### src/rtl/mem_arbiter.sv
// mem_arbiter: shares one single-outstanding memory bus between a core's fetch and data ports.
// Build option: define ARB_RR_EN for round-robin arbitration on ties (default: data has priority).
module mem_arbiter #(
  parameter int ADDR_W = 32
) (
  input  logic              clk_i,
  input  logic              rst_n_i,
  input  logic [ADDR_W-1:0] i_addr_i,
  input  logic              i_rd_i,
  output logic [31:0]       i_data_o,
  output logic              i_ready_o,
  input  logic [ADDR_W-1:0] d_addr_i,
  input  logic [31:0]       d_data_i,
  input  logic              d_rd_i,
  input  logic              d_wr_i,
  output logic [31:0]       d_data_o,
  output logic              d_ready_o,
  output logic [ADDR_W-1:0] m_addr_o,
  output logic [31:0]       m_data_o,
  output logic              m_rd_o,
  output logic              m_wr_o,
  input  logic [31:0]       m_data_i,
  input  logic              m_ack_i
);

  typedef enum logic [1:0] {IDLE, GNT_I, GNT_D} state_t;

  state_t state_reg;
  logic   d_pend;
  logic   i_pend;
  logic   grant_d;

  // A requester sees its ready pulse only at the next edge, so its request is
  // still up during that cycle; masking it stops the access being re-issued.
  assign d_pend = (d_rd_i | d_wr_i) & ~d_ready_o;
  assign i_pend = i_rd_i & ~i_ready_o;

`ifdef ARB_RR_EN
  logic last_d_reg;  // 1 when the data port received the most recent grant

  assign grant_d = d_pend & (~i_pend | ~last_d_reg);
`else
  assign grant_d = d_pend;
`endif

  always_ff @(posedge clk_i) begin
    if (!rst_n_i) begin
      state_reg <= IDLE;
      i_data_o  <= '0;
      i_ready_o <= 1'b0;
      d_data_o  <= '0;
      d_ready_o <= 1'b0;
      m_addr_o  <= '0;
      m_data_o  <= '0;
      m_rd_o    <= 1'b0;
      m_wr_o    <= 1'b0;
`ifdef ARB_RR_EN
      last_d_reg <= 1'b0;
`endif
    end else begin
      i_ready_o <= 1'b0;
      d_ready_o <= 1'b0;
      case (state_reg)
        IDLE: begin
          if (grant_d) begin
            // A simultaneous load+store request is carried out as the store.
            state_reg <= GNT_D;
            m_addr_o  <= d_addr_i;
            m_data_o  <= d_wr_i ? d_data_i : 32'd0;
            m_wr_o    <= d_wr_i;
            m_rd_o    <= ~d_wr_i;
`ifdef ARB_RR_EN
            last_d_reg <= 1'b1;
`endif
          end else if (i_pend) begin
            state_reg <= GNT_I;
            m_addr_o  <= i_addr_i;
            m_data_o  <= 32'd0;
            m_wr_o    <= 1'b0;
            m_rd_o    <= 1'b1;
`ifdef ARB_RR_EN
            last_d_reg <= 1'b0;
`endif
          end
        end
        GNT_I: begin
          if (m_ack_i) begin
            state_reg <= IDLE;
            m_rd_o    <= 1'b0;
            m_wr_o    <= 1'b0;
            i_ready_o <= 1'b1;
            i_data_o  <= m_data_i;
          end
        end
        GNT_D: begin
          if (m_ack_i) begin
            state_reg <= IDLE;
            m_rd_o    <= 1'b0;
            m_wr_o    <= 1'b0;
            d_ready_o <= 1'b1;
            d_data_o  <= m_wr_o ? 32'd0 : m_data_i;
          end
        end
        default: state_reg <= IDLE;
      endcase
    end
  end

endmodule

### config.mk
export PLATFORM = sky130hd
export DESIGN_NAME = mem_arbiter
export DESIGN_NICKNAME = d
export VERILOG_FILES = /design/src/rtl/mem_arbiter.sv
export SDC_FILE = /design/constraint.sdc
export NUM_CORES = 1
export LEC_CHECK = 0
export CORE_ASPECT_RATIO = 0.5
export CORE_MARGIN = 1
export CORE_UTILIZATION = 36
export DETAILED_ROUTE_END_ITERATION = 16
export HOLD_SLACK_MARGIN = 0.1
export PLACE_DENSITY_LB_ADDON = 0.25
export SLEW_MARGIN = 10
export SYNTH_ARGS = -nofsm -noshare
export SYNTH_HDL_FRONTEND = slang
export SYNTH_SLANG_ARGS = --single-unit
### constraint.sdc
create_clock -name clk_i -period 1.51 [get_ports clk_i]
set_clock_uncertainty 0.05 [all_clocks]
set_input_delay 0.2265 -clock clk_i [delete_from_list [all_inputs] [get_ports clk_i]]
set_output_delay 0.2265 -clock clk_i [all_outputs]
set_load 0.005 [all_outputs]
==> out/results.tsv, run 1 <==
stage	metric	value	unit
power	PD cells	1230	mW/mm^2
sta	worst slew pin tran	449	ps
place	worst slack at placement	-267	ps
detailed_routing	post-DR vias/cell	4.86	
yosys	largest family of logic cells by synthesized area	compound AO/OA/AOI/OAI gates	
power	VDD IR max	0.000836	V
global_routing	initial antenna violation count	0	
setup_path	crit-path max FO	13	
yosys	xor/xnor cell area share of the yosys netlist	0	%
cells_and_area	Util after Layout	64.8	%
place	hpwl dp	10700	um
yosys	number of warnings issued by yosys	0	
yosys	Post-Syn Instances	571	
yosys	mux cell area share after synthesis	0	%
setup_path	crit end category	flop	
detailed_routing	Vias	5119	
yosys	cell accounting for the most synthesized area	dfxtp_1	
setup_path	Slowest-stage cell, CP	dfxtp_2	
cts	total CTS buffers	17	
detailed_routing	Routed Antenna Nets	0	
cells_and_area	Area Growth Syn to Fin	74.3	%
yosys	Synth cell types	28	
yosys	Compound-Gate Fraction of Synth Area	26.1	%
yosys	Mapped Nets	709	
sta	Final setup viols	0	
sta	Max Freq	674	MHz
place	I/O Buffers	265	
sta	Slew Viols, Final	0	
yosys	Area contributors post-synth	dfxtp_1 53%, nand2_1 9.9%, a21oi_1 6.3%	
sta	worst hold slack	251	ps
cts	CTS H-Tree Depth	4	
cts	Clock Path Buffers	2	
run	max cap viols	0	
cts	# clock sinks	134	
yosys	Main synth FF type	dfxtp_1	
global_routing	total grt overflow	0	
cells_and_area	share of cells above drive strength 1	11.7	%
cells_and_area	multi-input logic area	0.00220	mm^2
setup_path	CP startpoint	state_reg[0]	
global_routing	vias in the first global route	4836	
setup_path	crit-path max cell delay	330	ps
global_routing	gr usage total	21.3	%
cells_and_area	register area	0.00269	mm^2
yosys	post-synthesis average cell area	8.87	um^2
yosys	Post-Syn Area	0.00506	mm^2
cts	CTS tree	built	
floorplanning	core area	0.0136	mm^2
setup_path	worst endpoint data arrival time	1760	ps
global_routing	largest net degree at the start of global routing	50	
floorplanning	die width	170	um
sta	Min Clock Period, post-route	1480	ps
sta	period utilization	98.2	%
floorplanning	Initial Util	37.2	%
yosys	Simple-Gate Fraction of Synth Area	14.6	%
cts	clock latency on the worst-skew pair	410	ps
detailed_routing	Starting DRT DRC Count	219	
yosys	area share of the largest cell type after synthesis	53.0	%
setup_path	RR Startpoint	state_reg[0]	
cts	CTS clock-pin slew for the worst setup and hold paths	60	ps
sta	fin worst setup slack	27.2	ps
cts	clk root buf	clkbuf_16	
yosys	top cells by count, synth	134 x dfxtp_1, 134 x nand2_1, 64 x a21oi_1	
yosys	Synth Register Bits	134	
cells_and_area	Layout Nets	987	
setup_path	worst path cell trace	inv_4 -> ha_4 -> inv_2 -> a21oi_4 -> buf_6 -> clkbuf_16 -> nand3_1 -> a21boi_1	
detailed_routing	Routed WL	16700	um
sta	Fin. Hold Viols	0	
floorplanning	I/O Pins	266	
place	gpl congestion	0.792	
floorplanning	Placement Rows	30	
cells_and_area	antenna cell count	0	
sta	unrepaired setup endpoints after global routing	yes	
yosys	Seq/Total Area, Yosys	53.0	%
global_routing	first-pass GRT wire length	24700	um
detailed_routing	drt drc	0	
setup_path	critical path startpoint category	flop	
power	leakage	3.89	nW
cells_and_area	Filler cells	1153	
min_path	HP Start	rst_n_i	
setup_path	critical path class	flop to flop	
sta	slew margin rel.	70.1	%
min_path	Hold WC Path Type	primary input to flop	
yosys	Async SR Flop Fraction	0	%
detailed_routing	DRT Pass-1 Iters	4	
status	status	complete, no violations	
yosys	Post-synth EDFFs	0	
detailed_routing	Wirelength per Cell	15.8	um
setup_path	Data required, critical path	1790	ps
floorplanning	Die Ht	85.9	um
floorplanning	Die Footprint	0.0146	mm^2
yosys	Synth Area in Adders	0.988	%
## cell families (layout without fill, tap and decap cells)
group | Yosys count | count (layout)
AO/OA/AOI/OAI | 202 | 202
buffers and inverters | 52 | 343
adder cells (fa/ha/maj) | 4 | 4
flip-flops | 134 | 134
AND/OR/NAND/NOR | 179 | 179
## stage by stage
stage / instances / power [mW] / setup TNS (ps) / area (um^2)
floorplan: 571 / 5.06 / 0 / 5070
global placement: 1009 / 6.39 / -17130 / 8070
detailed placement: 1009 / 6.44 / -20340 / 8070
CTS: 1041 / 10.7 / 0 / 8550
global route: 1054 / 11.4 / -744 / 8820
finish: 1054 / 10.9 / 0 / 8820
## power breakdown
group / internal, mW / leakage [nW] / switching (mW) / total (mW)
combinational: 1.32 / 2.48 / 1.09 / 2.41
clock: 2.79 / 0.306 / 1.65 / 4.43
sequential: 3.87 / 1.10 / 0.154 / 4.02
total: 7.98 / 3.89 / 2.89 / 10.9
## final timing paths
check	to	slack, ps	depth (start not counted)
worst max-delay path	m_data_o[8]	30	8
worst min register to register	m_data_o[13]	390	2
worst min-delay path	m_rd_o	250	4
worst max register to register	m_data_o[8]	30	8
## cell type report
| cell class | count | area share (%) |
|---|---|---|
| Timing Repair Buffer | 308 | 34.7 |
| Sequential cell | 134 | 30.5 |
| Multi-Input combinational cell | 385 | 24.9 |
| Clock buffer | 18 | 4.86 |
| Tap cell | 192 | 2.72 |
| Clock inverter | 14 | 2.21 |
| Inverter | 3 | 0.156 |
## metal layers
layer  routed length [um]  track usage, %  vias to the layer above
met4                  341            7.62                        0
met2                 8110            36.0                      169
met3                 1090            6.97                       27
li1                     -               -                     2524
met1                 7120            25.5                     2399
met5                    0               0                        -
## cell usage in the layout (no fill, tap or decap), types with 2 or more instances in the layout
master	count
ha_1	2
clkinv_2	3
nand3_1	32
inv_6	5
nand2_1	134
a21boi_0	31
dfxtp_1	126
dfxtp_2	8
a21oi_1	63
nor2b_2	2
inv_2	2
a21boi_1	33
buf_6	6
ha_4	2
nor2_1	2
a22o_1	32
dlygate4sd2_1	132
o21ai_1	3
bufinv_16	4
o21ai_0	32
clkbuf_16	23
buf_12	10
clkdlybuf4s50_1	132
buf_4	21
## what timing repair did
item / 4_1_cts / 5_1_grt
setup buffers: 0 / 6
pin swaps: 1 / 14
cloned: 0 / 7
resized for setup: 140 / 27
hold endpoints to repair: 0 / 0
hold buffers: 0 / 0
setup endpoints to repair: 191 / 128
## worst max-delay path: cells and delay by family, from the launching register on
family	cells	cell delay, ps
and+or+nand+nor	1	70
DFF	1	330
buffers and inverters	4	450
AOI/OAI and AO/OA	2	340
adders and majority gates	1	160
Note: power is estimated with default switching activity, not from simulation.
==> run 2: changes to the inputs <==
--- a/config.mk
+++ b/config.mk
@@ -7,7 +7,7 @@
 export LEC_CHECK = 0
 export CORE_ASPECT_RATIO = 0.5
 export CORE_MARGIN = 1
-export CORE_UTILIZATION = 36
+export CORE_UTILIZATION = 30
 export DETAILED_ROUTE_END_ITERATION = 16
 export HOLD_SLACK_MARGIN = 0.1
 export PLACE_DENSITY_LB_ADDON = 0.25
==> run 2 against run 1 <==
  * Worst setup slack better by 2.9 ps
  * Hold slack got worse by 16 ps
  * Global-route usage decreased by 2.8 points
  * Sequential share of layout area is 0.093 points higher
  * Critical path depth is the same
  * Core utilization fell by 11 points
  * Via count increased by 0.33%
  * Critical path type unchanged
  * Largest cell class unchanged
==> out/results.tsv, run 2 (synthesis gave the netlist of run 1 again) <==
stage	metric	value	unit
power	leakage	3.86	nW
cts	total CTS buffers	17	
cells_and_area	antenna cell count	0	
floorplanning	Placement Rows	33	
min_path	HP Start	rst_n_i	
sta	Setup Total Neg Slack	0	ps
detailed_routing	Routed WL	17100	um
place	I/O Buffers	265	
floorplanning	I/O Pins	266	
sta	period utilization	98.0	%
cells_and_area	share of cells above drive strength 1	11.7	%
sta	worst slew pin tran	430	ps
cells_and_area	Util after Layout	53.7	%
sta	Max Freq	676	MHz
setup_path	Slowest-stage cell, CP	dfxtp_2	
sta	unrepaired setup endpoints after global routing	yes	
sta	Fin. Hold Viols	0	
power	clock group share of total power	38.8	%
detailed_routing	Vias	5136	
detailed_routing	Wirelength per Cell	15.8	um
floorplanning	core area	0.0164	mm^2
setup_path	crit-path max cell delay	320	ps
setup_path	Data required, critical path	1780	ps
power	combinational share of power	23.3	%
cts	CTS clock-pin slew for the worst setup and hold paths	60	ps
cts	CTS tree	built	
cts	hold_buf cts	0	
power	Internal Power	7.74	mW
power	Sw Pwr	2.88	mW
cts	Clock Path Buffers	2	
run	max cap viols	0	
detailed_routing	drt drc	0	
detailed_routing	Starting DRT DRC Count	261	
floorplanning	Die Ht	93.9	um
global_routing	vias in the first global route	4925	
cts	clock latency on the worst-skew pair	400	ps
place	placed inst area	0.00815	mm^2
floorplanning	die width	186	um
cts	CTS H-Tree Depth	4	
setup_path	worst path cell trace	inv_2 -> ha_2 -> inv_4 -> a21oi_4 -> buf_12 -> clkbuf_16 -> o21ai_0 -> a21oi_1	
place	Cells after DPL	1045	
min_path	Hold WC Path Type	primary input to flop	
cells_and_area	Non-Filler Instances	1085	
power	PD cells	1200	mW/mm^2
global_routing	gr usage total	18.5	%
setup_path	CP startpoint	state_reg[0]	
detailed_routing	DRT Pass-1 Iters	4	
sta	slew margin rel.	71.3	%
cells_and_area	most frequent cells in the layout	134 x nand2_1, 132 x clkdlybuf4s50_1, 132 x dlygate4sd2_1	
floorplanning	Die Footprint	0.0174	mm^2
power	VDD IR max	0.000894	V
setup_path	Buf/Inv on CP	4	
place	hpwl dp	11300	um
setup_path	worst endpoint data arrival time	1750	ps
cells_and_area	commonest non-fill, non-tap cell in the layout	nand2_1	
place	gpl congestion	0.789	
detailed_routing	Routed Antenna Nets	0	
global_routing	first-pass GRT wire length	25300	um
cts	# clock sinks	134	
cells_and_area	Layout Nets	983	
detailed_routing	post-DR vias/cell	4.73	
power	sw frac	27.1	%
cells_and_area	Area Growth Syn to Fin	74.2	%
power	Seq pwr share	37.9	%
global_routing	initial antenna violation count	0	
cells_and_area	Filler cells	1524	
setup_path	critical path startpoint category	flop	
floorplanning	Initial Util	30.8	%
cts	clk root buf	clkbuf_16	
sta	Min Clock Period, post-route	1480	ps
setup_path	RR Startpoint	state_reg[0]	
setup_path	crit end category	flop	
sta	Final setup viols	0	
cells_and_area	post-route cell area	0.00882	mm^2
global_routing	total grt overflow	0	
status	status	complete, no violations	
sta	Slew Viols, Final	0	
global_routing	largest net degree at the start of global routing	45	
setup_path	CP top delay family	buffers and inverters	
setup_path	critical path class	flop to flop	
setup_path	crit-path max FO	9	
run 2: cell count changes in the layout (fill, tap and decap cells not counted), moves of 3 or more:
cell,delta
buf_12,+3
dfxtp_1,-5
dfxtp_2,+5
inv_6,-3
buf_6,-6
run 2: worst reg2reg max path: stages, from the launching register on:
cell and delay (ps):
dfxtp_2 320, inv_2 70, ha_2 210, inv_4 60
a21oi_4 130, buf_12 160, clkbuf_16 160, o21ai_0 70
a21oi_1 160
run 2: what timing repair did:
action | CTS | global route
setup buffers | 0 | 2
hold endpoints to repair | 0 | 0
gates resized for setup | 148 | 15
setup endpoints to repair | 156 | 100
pin swaps | 3 | 6
gates cloned | 0 | 6
run 2: layout make-up:
cell class	instances	area, um^2	area share (%)
Clock buffer	19	443	5.02
Multi-Input combinational cell	385	2190	24.8
Clock inverter	13	148	1.67
Sequential cell	134	2700	30.6
Tap cell	227	284	3.22
Timing Repair Buffer	304	3040	34.5
Inverter	3	13.8	0.156
run 2: per-layer routing:
metal	GRT usage [%]	vias up	wire length [um]
met3	5.12	19	982
met1	21.7	2443	7260
met2	33.1	157	8660
met5	0	-	0
met4	5.40	0	240
li1	-	2517	-
run 2: worst paths after layout:
check | depth (start not counted) | endpoint | slack (ps)
worst max-delay path | 8 | m_addr_o[15] | 30
worst min-delay path | 3 | d_ready_o | 240
worst min register to register | 2 | m_data_o[27] | 400
worst max register to register | 8 | m_addr_o[15] | 30
run 2: power groups by stage:
stage	Clock (mW)	Combinational (mW)	Sequential, mW
5_1_grt	4.39	2.68	4.07
2_1_floorplan	0	0.934	4.12
3_3_place_gp	0	2.38	4.10
3_5_place_dp	0	2.41	4.10
6_report	4.11	2.48	4.02
4_1_cts	4.24	2.21	4.02
run 2: metrics by stage:
step / power (mW) / hold WS [ps] / worst slack [ps]
floorplan: 5.06 / 302 / 34.3
global placement: 6.48 / 386 / -197
detailed placement: 6.51 / 393 / -256
CTS: 10.5 / 213 / 12.1
global route: 11.1 / 250 / -45.6
finish: 10.6 / 236 / 30.1
==> run 3: changes to the inputs <==
--- a/config.mk
+++ b/config.mk
@@ -5,7 +5,8 @@
 export SDC_FILE = /design/constraint.sdc
 export NUM_CORES = 1
 export LEC_CHECK = 0
-export CORE_ASPECT_RATIO = 0.5
+export ABC_AREA = 0
+export CORE_ASPECT_RATIO = 0.8
 export CORE_MARGIN = 1
 export CORE_UTILIZATION = 30
 export DETAILED_ROUTE_END_ITERATION = 16
==> run 3 against run 2 <==
  * The run now ends with negative setup slack left
  * Critical path type unchanged
  * Global-route usage is 0.48 points higher
  * Register-to-register slack worse by 50 ps
  * Largest power group is now sequential cells
  * Cell area rose by 0.31%
  * Core utilization fell by 0.053 points
  * Power fell by 2.1%
  * Sequential power hardly changed
==> out/results.tsv, run 3 (synthesis gave the netlist of run 1 again) <==
stage	metric	value	unit
sta	slew margin rel.	56.1	%
detailed_routing	Wirelength per Cell	16.1	um
cells_and_area	most frequent cells in the layout	133 x nand2_1, 132 x clkdlybuf4s50_1, 132 x dlygate4sd2_1	
cells_and_area	Area Growth Syn to Fin	74.7	%
cts	CTS clock-pin slew for the worst setup and hold paths	60	ps
global_routing	total grt overflow	0	
setup_path	crit-path max FO	8	
sta	worst slew pin tran	659	ps
power	combinational share of power	24.1	%
global_routing	initial antenna violation count	0	
cells_and_area	share of cells above drive strength 1	14.1	%
cells_and_area	post-route cell area	0.00885	mm^2
place	worst slack at placement	-237	ps
cells_and_area	commonest non-fill, non-tap cell in the layout	nand2_1	
status	status	complete, but fails checks	
setup_path	crit end category	flop	
power	sw frac	28.8	%
power	Internal Power	7.39	mW
global_routing	vias in the first global route	5034	
floorplanning	core area	0.0165	mm^2
power	clock group share of total power	36.9	%
detailed_routing	DRT Pass-1 Iters	5	
status	failing checks	negative setup slack	
cts	total CTS buffers	17	
setup_path	worst r2r dst	m_data_o[28]	
cells_and_area	multi-input logic area	0.00223	mm^2
detailed_routing	post-DR vias/cell	4.73	
setup_path	RR Startpoint	state_reg[0]	
floorplanning	Placement Rows	42	
floorplanning	I/O Pins	266	
floorplanning	Initial Util	30.7	%
min_path	Hold WC Path Type	primary input to flop	
setup_path	critical path startpoint category	flop	
detailed_routing	drt drc	0	
cells_and_area	Layout Nets	983	
detailed_routing	Routed Antenna Nets	0	
floorplanning	die width	147	um
power	Sw Pwr	3.00	mW
setup_path	R2R setup slack	-20	ps
min_path	Hold EP	d_ready_o	
setup_path	Data required, critical path	1800	ps
place	gpl congestion	0.769	
power	PD cells	1170	mW/mm^2
run	max cap viols	0	
cts	hold_buf cts	0	
cells_and_area	Filler cells	1561	
sta	Setup Total Neg Slack	-30.9	ps
cts	CTS tree	built	
min_path	hold depth	3	
sta	Slew Viols, Final	0	
detailed_routing	Vias	5096	
detailed_routing	Starting DRT DRC Count	264	
setup_path	critical path class	flop to flop	
floorplanning	Die Ht	118	um
sta	fin worst setup slack	-20.2	ps
cts	CTS H-Tree Depth	4	
global_routing	largest net degree at the start of global routing	70	
place	placed inst area	0.00806	mm^2
sta	Fin. Hold Viols	0	
cts	Clock Path Buffers	2	
global_routing	gr usage total	19.0	%
min_path	HP Start	rst_n_i	
power	Seq pwr share	39.0	%
floorplanning	Die Footprint	0.0174	mm^2
sta	Min Clock Period, post-route	1530	ps
place	I/O Buffers	265	
cts	clock latency on the worst-skew pair	410	ps
cts	clk root buf	clkbuf_16	
cells_and_area	antenna cell count	0	
setup_path	worst endpoint data arrival time	1820	ps
cts	# clock sinks	134	
sta	unrepaired setup endpoints after global routing	yes	
sta	Final setup viols	4	
sta	Max Freq	654	MHz
global_routing	first-pass GRT wire length	26200	um
setup_path	Reg2Reg Depth	9	
detailed_routing	Routed WL	17400	um
place	hpwl dp	11100	um
cells_and_area	register area	0.00271	mm^2
power	leakage	3.87	nW
power	VDD IR max	0.000739	V
sta	period utilization	101	%
run 3: cell count changes in the layout (fill, tap and decap cells not counted), moves of 5 or more:
cell     previous run  this run
o21ai_2             0         8
o21ai_1             3         9
dfxtp_1           121       112
buf_6               0         5
inv_6               2         7
dfxtp_2            13        22
o21ai_0            32        18
run 3: cell type report:
cell class	count	share of cell area, %
well taps	220	3.11
clock inverters	14	1.29
flip-flops and latches	134	30.6
repair buffers	304	34.7
clock buffers	18	4.85
multi-input cells	385	25.3
inverters	3	0.184
run 3: worst max-delay path by stage:
| stage | startpoint | to | slack (ps) | cells past startpoint |
|---|---|---|---|---|
| after detailed placement | d_rd_i | m_data_o[1] | -240 | 6 |
| after global routing | state_reg[0] | m_data_o[28] | -80 | 9 |
| after global placement | d_rd_i | m_addr_o[20] | -190 | 6 |
| after CTS | state_reg[1] | m_data_o[29] | -30 | 7 |
| final | state_reg[0] | m_data_o[28] | -20 | 9 |
| after floorplan | state_reg[0] | m_wr_o | 30 | 6 |
run 3: critical path, stage by stage, from the launching register on:
cell and delay (ps):
dfxtp_2 330, inv_4 70, ha_4 150, inv_4 50
a21oi_4 200, buf_4 150, buf_6 90, buf_12 110
nand3_1 110, a21boi_2 150
run 3: power by group through the flow:
stage	clock (mW)	sequential (mW)	combinational, mW
CTS	3.93	4.03	2.26
detailed placement	0	4.11	2.30
floorplan	0	4.12	0.934
finish	3.84	4.05	2.50
global route	4.10	4.09	2.70
global placement	0	4.09	2.26
run 3: routing by layer:
metal  vias to the layer above  track usage (%)  routed length (um)
met5                         -                0                   0
met4                         0             5.35                 214
met3                        15             7.41                1350
met2                       193             31.4                8360
met1                      2370             22.8                7440
li1                       2518                -                   -
run 3: what timing repair did:
action                                  CTS  global route
setup buffers                             1             4
cloned                                    2             9
endpoints found under the setup margin  150           128
pin swaps                                 3            14
gates resized for setup                 160            48
run 3: through the flow:
| step | power [mW] | hold slack [ps] | utilization, % | std cells |
|---|---|---|---|---|
| after floorplan | 5.06 | 302 | - | 571 |
| after global placement | 6.35 | 386 | 48.9 | 1031 |
| after detailed placement | 6.41 | 394 | 48.9 | 1031 |
| after CTS | 10.2 | 172 | 51.9 | 1066 |
| after global routing | 10.9 | 176 | 53.6 | 1078 |
| final | 10.4 | 180 | 53.6 | 1078 |
